File: src/rtl/afu_rd_arbiter.sv
// Round-robin read arbiter for AFU requesters, with an order FIFO that routes
// in-order CL responses back to the requester that issued each read.
module afu_rd_arbiter #(
   parameter int unsigned NUM_REQ   = 4,
   parameter int unsigned ORD_DEPTH = 8
) (
   input  logic                   clk,
   input  logic                   reset_n,
   input  logic [NUM_REQ-1:0]     req_valid,
   input  logic [NUM_REQ*58-1:0]  req_addr,
   input  logic [NUM_REQ*6-1:0]   req_len,
   output logic [NUM_REQ-1:0]     req_ready,
   input  logic                   spl_tx_rd_almostfull,
   output logic                   cor_tx_rd_valid,
   output logic [57:0]            cor_tx_rd_addr,
   output logic [5:0]             cor_tx_rd_len,
   input  logic                   io_rx_rd_valid,
   input  logic [511:0]           io_rx_data,
   output logic [NUM_REQ-1:0]     rsp_valid,
   output logic [511:0]           rsp_data,
   output logic                   busy,
   output logic                   err
);

   localparam int unsigned IW = (NUM_REQ > 1) ? $clog2(NUM_REQ) : 1;
   localparam int unsigned AW = $clog2(ORD_DEPTH);
   localparam int unsigned OW = AW + 1;

   logic [IW-1:0]      rr_ptr_q, rr_ptr_d;
   logic [AW-1:0]      wr_ptr_q, wr_ptr_d;
   logic [AW-1:0]      rd_ptr_q, rd_ptr_d;
   logic [OW-1:0]      occ_q, occ_d;
   logic [IW-1:0]      ord_idx_q [ORD_DEPTH];
   logic [6:0]         ord_cnt_q [ORD_DEPTH];

   logic               cor_valid_q;
   logic [57:0]        cor_addr_q;
   logic [5:0]         cor_len_q;
   logic [NUM_REQ-1:0] rsp_valid_q;
   logic [511:0]       rsp_data_q;
   logic               err_q;

   logic [57:0]        addr_arr [NUM_REQ];
   logic [5:0]         len_arr  [NUM_REQ];
   logic               gnt_found;
   logic [IW-1:0]      gnt_idx;
   logic [IW-1:0]      cand;
   logic [NUM_REQ-1:0] gnt_oh;
   logic [NUM_REQ-1:0] head_oh;
   logic [57:0]        sel_addr;
   logic [5:0]         sel_len;
   logic [6:0]         push_cnt;
   logic [IW-1:0]      head_idx;
   logic [6:0]         head_cnt;
   logic               fifo_full;
   logic               fifo_empty;
   logic               accept;
   logic               rx_hit;
   logic               pop;

   for (genvar g = 0; g < NUM_REQ; g++) begin : g_unpack
      assign addr_arr[g] = req_addr[58*g +: 58];
      assign len_arr[g]  = req_len[6*g +: 6];
   end

   // Search starts one past the last grant and wraps, so the last winner has lowest priority.
   always_comb begin
      gnt_found = 1'b0;
      gnt_idx   = '0;
      cand      = '0;
      for (int unsigned k = 1; k <= NUM_REQ; k++) begin
         cand = IW'((32'(rr_ptr_q) + k) % NUM_REQ);
         if (!gnt_found && req_valid[cand]) begin
            gnt_found = 1'b1;
            gnt_idx   = cand;
         end
      end
   end

   assign fifo_full  = (occ_q == OW'(ORD_DEPTH));
   assign fifo_empty = (occ_q == '0);
   assign accept     = reset_n & ~spl_tx_rd_almostfull & ~fifo_full & gnt_found;

   assign gnt_oh    = NUM_REQ'(1) << gnt_idx;
   assign sel_addr  = addr_arr[gnt_idx];
   assign sel_len   = len_arr[gnt_idx];
   assign push_cnt  = (sel_len == '0) ? 7'd64 : {1'b0, sel_len};
   assign req_ready = accept ? gnt_oh : '0;

   assign head_idx = ord_idx_q[rd_ptr_q];
   assign head_cnt = ord_cnt_q[rd_ptr_q];
   assign head_oh  = NUM_REQ'(1) << head_idx;
   assign rx_hit   = io_rx_rd_valid & ~fifo_empty;
   assign pop      = rx_hit & (head_cnt == 7'd1);

   always_comb begin
      rr_ptr_d = accept ? gnt_idx : rr_ptr_q;
      wr_ptr_d = wr_ptr_q + AW'(accept);
      rd_ptr_d = rd_ptr_q + AW'(pop);
      occ_d    = occ_q + OW'(accept) - OW'(pop);
   end

   // Push and head-decrement never hit the same slot: that needs empty (no rx_hit) or full (no accept).
   always_ff @(posedge clk) begin
      if (accept) begin
         ord_idx_q[wr_ptr_q] <= gnt_idx;
         ord_cnt_q[wr_ptr_q] <= push_cnt;
      end
      if (rx_hit) begin
         ord_cnt_q[rd_ptr_q] <= head_cnt - 7'd1;
      end
   end

   always_ff @(posedge clk) begin
      if (!reset_n) begin
         rr_ptr_q    <= IW'(NUM_REQ - 1);
         wr_ptr_q    <= '0;
         rd_ptr_q    <= '0;
         occ_q       <= '0;
         cor_valid_q <= 1'b0;
         cor_addr_q  <= '0;
         cor_len_q   <= '0;
         rsp_valid_q <= '0;
         rsp_data_q  <= '0;
         err_q       <= 1'b0;
      end else begin
         rr_ptr_q    <= rr_ptr_d;
         wr_ptr_q    <= wr_ptr_d;
         rd_ptr_q    <= rd_ptr_d;
         occ_q       <= occ_d;
         cor_valid_q <= accept;
         if (accept) begin
            cor_addr_q <= sel_addr;
            cor_len_q  <= sel_len;
         end
         rsp_valid_q <= rx_hit ? head_oh : '0;
         if (rx_hit) begin
            rsp_data_q <= io_rx_data;
         end
         if (io_rx_rd_valid && fifo_empty) begin
            err_q <= 1'b1;
         end
      end
   end

   assign cor_tx_rd_valid = cor_valid_q;
   assign cor_tx_rd_addr  = cor_addr_q;
   assign cor_tx_rd_len   = cor_len_q;
   assign rsp_valid       = rsp_valid_q;
   assign rsp_data        = rsp_data_q;
   assign busy            = ~fifo_empty;
   assign err             = err_q;

endmodule
File: config.mk
export PLATFORM = sky130hd
export DESIGN_NAME = afu_rd_arbiter
export DESIGN_NICKNAME = d
export VERILOG_FILES = /design/src/rtl/afu_rd_arbiter.sv
export SDC_FILE = /design/constraint.sdc
export NUM_CORES = 1
export LEC_CHECK = 0
export ABC_AREA = 1
export BUFFER_PORTS_ARGS = -buffer_cell sky130_fd_sc_hd__clkbuf_2
export CAP_MARGIN = 20
export CORE_AREA = 5 5 523 525
export CTS_BUF_LIST = sky130_fd_sc_hd__clkbuf_16
export DETAILED_ROUTE_END_ITERATION = 16
export DIE_AREA = 0 0 528 530
export GPL_TIMING_DRIVEN = 0
export PLACE_DENSITY = 0.3
export SYNTH_ARGS = -nofsm -noshare
export SYNTH_HDL_FRONTEND = slang
export SYNTH_SLANG_ARGS = --single-unit
File: constraint.sdc
create_clock -name clk -period 2.59 [get_ports clk]
set_input_delay 0.259 -clock clk [delete_from_list [all_inputs] [get_ports clk]]
set_output_delay 0.259 -clock clk [all_outputs]
set_load 0.02 [all_outputs]
After elaboration in Yosys (flattened, before gate mapping)
Memories as Yosys holds them, arrays and structs flattened. A register that Yosys moved wholly into a read port is not among the register bits.
Cells that the tools add are included.
{ "word_totals": {"regBits": 594, "ram_bits": 72, "input_bits": 776, "out_inout_bits": 587, "memories": 2} }
{ "mem_list": {"columns": ["memory", "depth", "word_bits", "rd", "rd_clocked_by_memory_dff", "write_ports", "line_no", "rtl"], "rows": [
  ["ord_cnt_q", 8, 7, 1, 1, 2, "34", "logic [6:0] ord_cnt_q [ORD_DEPTH];"],
  ["ord_idx_q", 8, 2, 1, 1, 1, "33", "logic [IW-1:0] ord_idx_q [ORD_DEPTH];"]
]} }
{ "op_classes": {"addsub": 9, "n_lt_le_gt_ge": 5, "n_eq_ne": 2, "shift": 2, "mux": 30, "n_bitwise": 9, "n_reduce_logical": 10} }
{ "op_table": {"columns": ["operator", "count"], "rows": [
  ["binary-select mux 58 bit (select 2 bit)", 1],
  ["2-to-1 mux 58 bit", 2],
  ["binary-select mux 6 bit (select 2 bit)", 1],
  ["less-than comparator 2 x 3 -> 1 bit, second input constant", 4],
  ["2-to-1 mux 1 bit", 12],
  ["2-to-1 mux 6 bit", 2],
  ["binary-select mux 1 bit (select 2 bit)", 4],
  ["2-to-1 mux 2 bit", 4],
  ["<< shifter 1 x 2 -> 4 bit, first input constant", 2],
  ["equality test 7 x 1 -> 1 bit, second input constant", 1],
  ["2-to-1 mux 7 bit", 1],
  ["subtractor 7 x 1 -> 7 bit, second input constant", 1],
  ["adder 3 x 1 -> 3 bit", 2],
  ["logical NOT 6 bit", 1],
  ["2-to-1 mux 3 bit", 2],
  ["AND 1 bit", 5],
  ["adder 2 x 1 -> 2 bit, second input constant", 2],
  ["adder 2 bit, second input constant", 2],
  ["adder 4 x 1 -> 4 bit", 1],
  ["equality test 4 bit, second input constant", 1],
  ["logical AND 1 bit", 4],
  ["logical NOT 4 bit", 1],
  ["2-to-1 mux 4 bit", 1],
  ["subtractor 4 x 1 -> 4 bit", 1],
  ["other kinds (5)", 9]
]} }

Longest topological paths before layout
{ "logic_depth": {"depth_word": 19, "depth_mapped": 19, "mapped_depth_nobuf": 18} }

Least setup slack after synthesis
OpenSTA, ideal clock, no wires.
{ "synth_timing": {"kind": "register to register", "from": "register rd_ptr_q[0] (netlist name)", "to": "register occ_q[1]", "setup_ps": 109, "arrival_time_ps": 2574, "t_required_ps": 2481, "setup_slack_ps": -94, "stages_incl_launch_ff": 18, "period_less_slack_ps": 2684, "cell_sequence": "dfxtp_1 > buf_4 > inv_1 > nand3_1 > inv_1 > nand2_1 > nand2_1 > a211oi_1 > nand4_1 > nor2_1 > nand4_1 > nor2_1 > ha_1 > inv_1 > ha_1 > fa_1 > nand2_1 > inv_1"} }
{ "synth_lines": {"columns": ["item", "line_no", "rtl"], "rows": [
  ["to (signal assigned)", "119", "occ_q <= '0;"],
  ["to (signal assigned)", "130", "occ_q <= occ_d;"],
  ["to (decl)", "32", "logic [OW-1:0] occ_q, occ_d;"]
]} }

==> summary.txt <==
Yosys
  – Post-synth top area share: 45.5%
  – Synth area leaders: dfxtp_1 46%, nor2_1 17%, o21ai_0 11%, edfxtp_1 8.3%, nand2_1 5.6%
  – Library cells used by synthesis: 43
  – Synth warn: 0
  – Mapped Area: 0.0261 sq mm
  – Most frequent cell after synthesis: nor2_1
  – Post-synth EDFFs: 72
  – Sequential area share after synthesis: 53.8%
  – Synth Flop Type: dfxtp_1
  – Synth Area per Inst: 7.59 sq um
  – Yosys reg bits: 666
  – Cells after Synth: 3440
  – Synth top cells by count: 1183 x nor2_1, 600 x o21ai_0, 594 x dfxtp_1, 392 x nand2_1, 188 x clkbuf_1
  – Cell taking the most area after synthesis: dfxtp_1
  – Post-synth ARST share: 0%
  – Syn_nets: 4229

Floorplanning
  – Core Area: 0.269 sq mm
  – Horiz. Die Dim: 528 um
  – DIE HEIGHT: 530 um
  – Io pins: 1363
  – Die area: 0.280 sq mm
  – Cell Rows: 191
  – Initial Utilization: 9.72%

Timing
  – Period utilization: 114%
  – Slew HR: 36.2%
  – Slew Limit Fails: 0
  – Worst slew pin tran: 0.947 ns
  – RSZ-0062 raised after global routing: yes
  – Final Hold Slack: 0.0506 ns
  – Setup_tns: -5.68 ns
  – PnR worst setup slack: -0.351 ns
  – FMAX: 340 MHz
  – Setup Skew: 0.0452 ns
  – # setup viols final: 77
  – Crit path time final: 2.94 ns
  – Final-report hold violation count: 0

Power and ir drop
  – Internal power: 0.0352 W
  – Sequential share of power: 23.2%
  – Switching share of power: 49.1%
  – P_sw: 0.0340 W
  – Clock network fraction of design power: 18.0%
  – Gate power share: 58.9%
  – Cell Pwr Density: 1360 mW/mm^2
  – Total Power: 0.0692 W
  – Cell leakage power: 22.7 nW
  – VDD IR max: 0.801 mV

Global routing
  – Grt total ovfl: 0
  – First-pass GRT wire length: 295000 um
  – Pin count of the biggest net entering global routing: 17
  – Initial antenna violation count: 41
  – Number of global-route vias before repair: 33200
  – All-Layer GR Usage: 15.3%

Setup path
  – Arr. time, crit path: 3.53 ns
  – Critical path class: flop to flop
  – CP Data Required Time: 3.17 ns
  – Worst-path fanout max: 7
  – CP Launch Type: flop
  – Critical path endpoint category: flop

Run
  – Max_cap viols: 0

Clocking
  – Root buf cell: clkbuf_16
  – Skew-Pair Late Insertion Delay: 0.71 ns
  – CTS sink cnt: 666
  – TritonCTS Buffers: 92
  – Clock Pin Slew Worst Setup and Hold Paths: 0.06 ns
  – CTS tree: yes
  – H-tree level count: 3
  – CTS max path bufs: 3

Run status
  – Run status: finished with violations
  – Failing checks: setup timing

Drt
  – Vias per cell: 3.52
  – First-pass iteration count of the detailed router: 7
  – DRT antenna net count: 0
  – Initial detailed-routing violation count: 2065
  – WL/cell: 24.3 um
  – DRT Wirelength: 228000 um
  – DR vias: 33100
  – Drt drc: 0

Finish
  – Area Overhead vs Synth: 94.7%
  – Layout cell share with drive strength beyond 1: 35.0%
  – Design Area, Final: 0.0509 sq mm
  – Final net count: 6521

Placed design
  – GPL Wtd Cong: 0.937
  – Dpl hpwl: 192000 um
  – Placed inst area: 0.0376 sq mm
  – IO Port Bufs: 1361

Worst hold path
  – Worst min path class: primary input to flop
## final timing paths
| path | start | end | slack, ns | cells past startpoint |
|---|---|---|---|---|
| min | io_rx_data[460] | rsp_data[460] | 0.05 | 3 |
| max | rd_ptr_q[0] | occ_q[1] | -0.35 | 17 |
| max reg2reg | rd_ptr_q[0] | occ_q[1] | -0.35 | 17 |
| min reg2reg | err | err | 0.47 | 2 |
## final cells by class
cell class,instances,area (sq um)
tap,3570,4470
buffer,225,1380
inverter,130,586
sequential,666,14100
antenna,18,45.0
clock buffer,93,2330
timing repair buffer,2203,15500
multi-input combinational,2414,12000
fill,30500,218000
clock inverter,74,552
## flip-flops by register name (all words and copies together), names as in the netlist
name and count:
rsp_data 512, cor_tx_rd_addr 58, cor_tx_rd_len 6, ord_cnt_q 56, cor_tx_rd_valid 1, occ_q 4
wr_ptr_q 3, rsp_valid 4, rr_ptr_q 2, ord_idx_q 16, rd_ptr_q 3, err 1
## cells in the final DEF, fill, tap and decap left out, drive strengths merged
cell type and instances:
buf 190, a21o 1, xor2 3, diode 18, o21ai 620, dlygate4sd3 689, nor3 1, fa 1
nand4 70, clkbuf 1642, a311oi 1, clkinvlp 5, dfxtp 594, a22oi 25, nand3 48, nor2 1192
o2111ai 1, and3 1, inv 158, a211oi 1, o2bb2ai 2, a22o 5, nand3b 2, bufinv 5
o21bai 1, nand2 404, or2 1, ha 12, a21oi 8, xnor2 3, a221oi 11, clkinv 36
edfxtp 72
## power by group through the flow
| stage | combinational, W | clock (W) | sequential (W) |
|---|---|---|---|
| 3_5_place_dp | 0.0313 | 0 | 0.0162 |
| 5_1_grt | 0.0437 | 0.0133 | 0.0164 |
| 4_1_cts | 0.0341 | 0.0130 | 0.0161 |
| 2_1_floorplan | 0.0125 | 0 | 0.0193 |
| 6_report | 0.0407 | 0.0124 | 0.0160 |
| 3_3_place_gp | 0.0312 | 0 | 0.0161 |
## cells by family after synthesis
group	count (synthesis)	synth area share [%]
simple gates	1719	26.2
fa+ha+maj	13	0.651
flops	666	53.8
buf+inv	360	5.61
xor+xnor	6	0.201
compound gates	676	13.5
## stage by stage
stage / setup slack [ns] / util [%] / cells
after detailed placement: -1.98 / 14.0 / 8390
after CTS: -0.503 / 18.0 / 9272
final: -0.351 / 18.9 / 9393
after global placement: -3.08 / 13.9 / 8371
after floorplan: -0.00653 / - / 3440
after global routing: -0.495 / 18.9 / 9385
## critical path, cell delays in order, from the launching register on
cell and delay (ns):
dfxtp_2 0.33, buf_8 0.14, buf_12 0.13, nand3_4 0.10, inv_8 0.05, nand2_4 0.06
nand2_4 0.05, a211oi_4 0.21, nand4_1 0.24, nor2_4 0.17, nand4_1 0.18, nor2_4 0.22
ha_4 0.22, inv_2 0.06, ha_4 0.13, fa_2 0.42, nand2_1 0.07, inv_1 0.04
## routing by layer
layer | up-vias | global-route usage, % | share of wire (%)
li1 | 15800 | - | -
met3 | 242 | 4.83 | 8.4
met4 | 22 | 3.91 | 2.8
met5 | - | 0 | 0.057
met2 | 1386 | 25.2 | 46
met1 | 15700 | 19.2 | 43
## what timing repair did
item | CTS | global route
buffers inserted | 33 | 92
gates cloned | 1 | 10
pin swaps | 45 | 147
gates resized for setup | 256 | 484
hold endpoints to repair | 532 | 5
setup endpoints to repair | 725 | 314
hold buffers | 684 | 5
Note: power is estimated with default switching activity, not from simulation.
